<file path="src/rtl/serial_add_sub.sv">
// serial_add_sub: bit-serial adder/subtractor sharing one full-adder cell over WIDTH cycles
//
// Ports:
//   clk      - clock; all state updates occur on its rising edge
//   rst_n    - synchronous active-low reset
//   start    - request to begin an operation (sampled only in IDLE)
//   op       - 0 = add (a+b), 1 = subtract (a+~b+1)
//   a, b     - WIDTH-bit operands, captured on the acceptance edge
//   busy     - high while the operation runs
//   done     - one-cycle pulse when result/carryOut/overflow are valid
//   result   - WIDTH-bit sum/difference, assembled LSB first
//   carryOut - carry out of the MSB
//   overflow - signed overflow flag
//
// Configuration:
//   SERIAL_ADD_SUB_OVERFLOW_EN - when defined, keeps the MSB carry-in register and
//                                drives overflow; otherwise overflow is tied to 0.
module serial_add_sub #(
    parameter int WIDTH = 5
) (
    input  logic             clk,
    input  logic             rst_n,
    input  logic             start,
    input  logic             op,
    input  logic [WIDTH-1:0] a,
    input  logic [WIDTH-1:0] b,
    output logic             busy,
    output logic             done,
    output logic [WIDTH-1:0] result,
    output logic             carryOut,
    output logic             overflow
);
    localparam int CW = $clog2(WIDTH);
    typedef enum logic [1:0] {IDLE, RUN, DONE} state_t;
    state_t           state_q;
    logic [WIDTH-1:0] a_q, b_q, result_q;
    logic [CW-1:0]    count_q;
    logic             carry_q, busy_q, done_q, carry_out_q;
    logic             sum_d, carry_d, last_d;
`ifdef SERIAL_ADD_SUB_OVERFLOW_EN
    logic             c_msb_q;
`endif
    // The single shared full-adder cell
    always_comb begin
        sum_d   = a_q[0] ^ b_q[0] ^ carry_q;
        carry_d = (a_q[0] & b_q[0]) | (a_q[0] & carry_q) | (b_q[0] & carry_q);
        last_d  = count_q == CW'(WIDTH - 1);
    end
    always_ff @(posedge clk) begin
        if (!rst_n) begin
            state_q     <= IDLE;
            a_q         <= '0;
            b_q         <= '0;
            result_q    <= '0;
            count_q     <= '0;
            carry_q     <= 1'b0;
            busy_q      <= 1'b0;
            done_q      <= 1'b0;
            carry_out_q <= 1'b0;
`ifdef SERIAL_ADD_SUB_OVERFLOW_EN
            c_msb_q     <= 1'b0;
`endif
        end else begin
            case (state_q)
                IDLE: begin
                    if (start) begin
                        // Subtraction is a + ~b with carry-in 1
                        state_q <= RUN;
                        a_q     <= a;
                        b_q     <= op ? ~b : b;
                        carry_q <= op;
                        count_q <= '0;
                        busy_q  <= 1'b1;
                    end
                end
                RUN: begin
                    result_q <= {sum_d, result_q[WIDTH-1:1]};
                    a_q      <= a_q >> 1;
                    b_q      <= b_q >> 1;
                    carry_q  <= carry_d;
                    count_q  <= count_q + CW'(1);
                    if (last_d) begin
                        // carry_q here is the carry into the MSB
                        state_q     <= DONE;
                        busy_q      <= 1'b0;
                        done_q      <= 1'b1;
                        carry_out_q <= carry_d;
`ifdef SERIAL_ADD_SUB_OVERFLOW_EN
                        c_msb_q     <= carry_q;
`endif
                    end
                end
                DONE: begin
                    state_q <= IDLE;
                    done_q  <= 1'b0;
                end
                default: state_q <= IDLE;
            endcase
        end
    end
    assign busy     = busy_q;
    assign done     = done_q;
    assign result   = result_q;
    assign carryOut = carry_out_q;
`ifdef SERIAL_ADD_SUB_OVERFLOW_EN
    assign overflow = c_msb_q ^ carry_out_q;
`else
    assign overflow = 1'b0;
`endif
endmodule

</file>
<file path="config.mk">
export PLATFORM = sky130hd
export DESIGN_NAME = serial_add_sub
export DESIGN_NICKNAME = d
export VERILOG_FILES = /design/src/rtl/serial_add_sub.sv
export SDC_FILE = /design/constraint.sdc
export NUM_CORES = 1
export LEC_CHECK = 0
export BUFFER_PORTS_ARGS = -buffer_cell sky130_fd_sc_hd__clkbuf_2
export CORE_AREA = 2 2 47 53
export DETAILED_ROUTE_END_ITERATION = 10
export DIE_AREA = 0 0 49 55
export PLACE_DENSITY = 0.83
export SYNTH_ARGS = -nofsm -noshare
export SYNTH_HDL_FRONTEND = slang
export SYNTH_SLANG_ARGS = --single-unit
</file>
<file path="constraint.sdc">
create_clock -name clk -period 1.87 [get_ports clk]
set_clock_uncertainty 0.2 [all_clocks]
set_input_delay 0.0935 -clock clk [delete_from_list [all_inputs] [get_ports clk]]
set_output_delay 0.0935 -clock clk [all_outputs]
set_load 0.02 [all_outputs]
</file>
==> flow_summary_export.csv <==
group,metric,value,unit
timing,relSlewSlack,59.51,%
yosys,postSynthAreaPerCell,9.052,um2
drt,drt_iter0_markers,23,
placement,place.port_buffers,21,
timing,drv_slew,0,
yosys,synth_fp_nets,132,
setup_path,crit_path_top_delay_cell,"o21bai_1",
floorplanning,coreArea,2185,um2
yosys,yosys.area.top_type,"dfxtp_1",
global_route,grt.total_usage,17.04,%
cells_and_area,layout.nets,164,
timing,rsz0062_at_grt,"no",
setup_path,endpoint_kind,"register",
worst_hold_path,min_from,"op",
timing,fin_setup_tns,0,ns
yosys,synth.cell_area,1041,um2
timing,finalWorstSetupSlack,0.3580,ns
yosys,yosysWarnings,0,
clock_network,cts_root_buf,"clkbuf_4",
floorplanning,start_util,47.65,%
global_route,grt_overflow,0,
power_and_ir_drop,finalPower,0.9781,mW
drt,ant_nets,0,
timing,setup_viol,0,
setup_path,r2r-end,"count_q[1]$_SDFFE_PN0P_",
setup_path,critical_path.max_fanout,9,
clock_network,clk_pin_slew,0.12,ns
power_and_ir_drop,p_leak,0.5459,nW
power_and_ir_drop,irDropWorstVdd,0.4705,mV
drt,wl_per_cell,12.16,um
yosys,seq_area_frac_synth,46.15,%
outcome,outcome,"finished, final reports clean",
floorplanning,dieArea,2695,um2
power_and_ir_drop,power_density,748.0,nW/um2
worst_hold_path,worstHoldPathType,"input pin to register",
clock_network,post_cts_resize_count,0,
setup_path,reg2reg_from,"state_q[0]$_SDFFE_PN0P_",
placement,routabilityCongestion,0.7908,
placement,dp_hpwl,1.507,mm
drt,firstDrtPassIters,6,
timing,tightest_slew,0.6062,ns
clock_network,cts_tree,"yes",
drt,drt_wl_total,2.140,mm
floorplanning,io-pin-count,23,
cells_and_area,layout_common_cells,"dfxtp_1, clkbuf_2, nand2_1",
timing,timing.hold.ws,0.01319,ns
cells_and_area,syn2layout_area_growth,25.60,%
drt,drc_errors,0,
clock_network,clockBufferDepth,2,
floorplanning,fp.dieW,49,um
cells_and_area,final_common_cell,"dfxtp_1",
setup_path,path_cells,"o21bai_1, a22oi_1, nor2_1",
yosys,netlist_instances,115,
clock_network,cts_buffers,3,
job,drv_cap,0,
cells_and_area,fill_cells,189,
power_and_ir_drop,intPower,0.7299,mW
placement,post-place-cells,161,
timing,hold_violations,0,
power_and_ir_drop,switchingPower,0.2482,mW
setup_path,ff2ff_path_depth,3,
setup_path,r2r_slack,0.36,ns
cells_and_area,insertedDiodeCount,0,
global_route,antenna_found_initial,0,
setup_path,slowest_delay,0.54,ns
power_and_ir_drop,power_frac_seq,57.1,%
setup_path,startpoint_type,"register",
global_route,grt_pass1_wl,3.477,mm
floorplanning,fp.dieH,55,um
setup_path,critPathRequiredTime,1.93,ns
floorplanning,core.rowCount,18,
timing,fmax,661.4,MHz
yosys,ys_ff_latch,24,
power_and_ir_drop,clock_power_share,27.3,%
clock_network,clock_latency,0.31,ns
setup_path,critical_path_class,"register to register",
timing,period_needed,1.512,ns
clock_network,htree_levels,1,
yosys,synth_top_area_share,46.15,%
drt,vias,904,
worst_hold_path,min_path_cells,3,
cells_and_area,layout-drive-gt1-share,20.55,%
setup_path,cp_data_arrival_time,1.57,ns
worst_hold_path,min_to,"carry_q$_SDFFE_PN0P_",
clock_network,clock_sinks,24,
global_route,grt_max_degree,20,
power_and_ir_drop,netSwitchingFraction,25.38,%
drt,viasPerCell,5.136,
yosys,ys_types,28,
yosys,synth.area.top_cells,"dfxtp_1, nand2_1, mux2i_1",
global_route,grt_pass1_vias,830,
placement,post-place-ws,0.3770,ns
power_and_ir_drop,pwr-share-comb,15.6,%
cells_and_area,final_cells,176,
timing,period_share,80.86,%
power by group through the flow:
stage               sequential [mW]  clock [mW]  combinational (mW)
floorplan                     0.571           0              0.0909
global placement              0.568           0               0.128
detailed placement            0.570           0               0.132
CTS                           0.558       0.271               0.150
global route                  0.562       0.296               0.167
finish                        0.559       0.267               0.152
synth_stat cells (all sizes together):
cell	number
a211oi	5
a21oi	8
a22oi	3
a311oi	1
buf	6
clkbuf	2
clkinv	1
conb	1
dfxtp	24
fa	1
ha	2
inv	3
mux2i	6
nand2	20
nand2b	1
nand3	5
nand4b	1
nor2	10
nor2b	1
nor3b	1
o21ai	1
o21ba	1
o21bai	1
o221ai	4
o32a	1
xnor2	2
xor2	3
how the worst max path moves through the flow:
| stage | cells after the start | startpoint | to | slack [ns] |
|---|---|---|---|---|
| final | 3 | state_q[0]$_SDFFE_PN0P_ | count_q[1]$_SDFFE_PN0P_ | 0.36 |
| after global routing | 3 | state_q[0]$_SDFFE_PN0P_ | count_q[1]$_SDFFE_PN0P_ | 0.24 |
| after CTS | 4 | state_q[0]$_SDFFE_PN0P_ | count_q[2]$_SDFFE_PN0P_ | 0.35 |
| after detailed placement | 4 | state_q[0]$_SDFFE_PN0P_ | count_q[2]$_SDFFE_PN0P_ | 0.38 |
| after global placement | 3 | state_q[0]$_SDFFE_PN0P_ | a_q[4]$_SDFFE_PN0P_ | 0.47 |
| after floorplan | 5 | count_q[0]$_SDFFE_PN0P_ | carryOut$_SDFFE_PN0P_ | 0.57 |
flip-flops by register name, indices dropped and copies added (netlist names):
| name | count |
|---|---|
| result | 5 |
| busy | 1 |
| carryOut | 1 |
| count_q | 3 |
| carry_q | 1 |
| done | 1 |
| state_q | 2 |
| a_q | 5 |
| b_q | 5 |
metal layers:
metal	share of wire [%]	track usage [%]	routed length [um]
met2	55	34.93	1173
met1	41	18.36	887
met3	2.8	2.419	60
met5	0	0	0
met4	0.84	5.714	18
critical path: cells and delay by family, from the launching register on:
family,cells,cell delay [ns]
AOI/OAI and AO/OA,2,0.73
DFF,1,0.42
and+or+nand+nor,1,0.11
kinds of logic after synthesis:
kind of cell,count (synthesis),share of synthesized area [%]
xor gates and xnor gates,5,4.207
muxes,6,5.769
DFF,24,46.15
and+or+nand+nor,39,16.47
other,1,0.3602
buffers and inverters,12,5.769
adders and majority gates,3,4.327
AOI/OAI and AO/OA,25,16.95
stage by stage:
step | area (um2) | utilization (%)
global placement | 1161 | 53.15
finish | 1308 | 59.85
detailed placement | 1161 | 53.15
global route | 1308 | 59.85
floorplan | 1041 | -
CTS | 1308 | 59.85
what timing repair did:
item | 4_1_cts | 5_1_grt
hold buffers | 11 | 0
endpoints found under the hold margin | 11 | 0
setup buffers | 0 | 0
cell type report:
cell class	instances	area [um2]	area share, %
inverter	4	15.01	1.148
tap	30	37.54	2.871
timing repair buffer	35	237.7	18.18
multi-input combinational	79	500.5	38.28
clock buffer	4	36.28	2.775
sequential	24	480.5	36.75
Power figures use the tool's default switching activity.
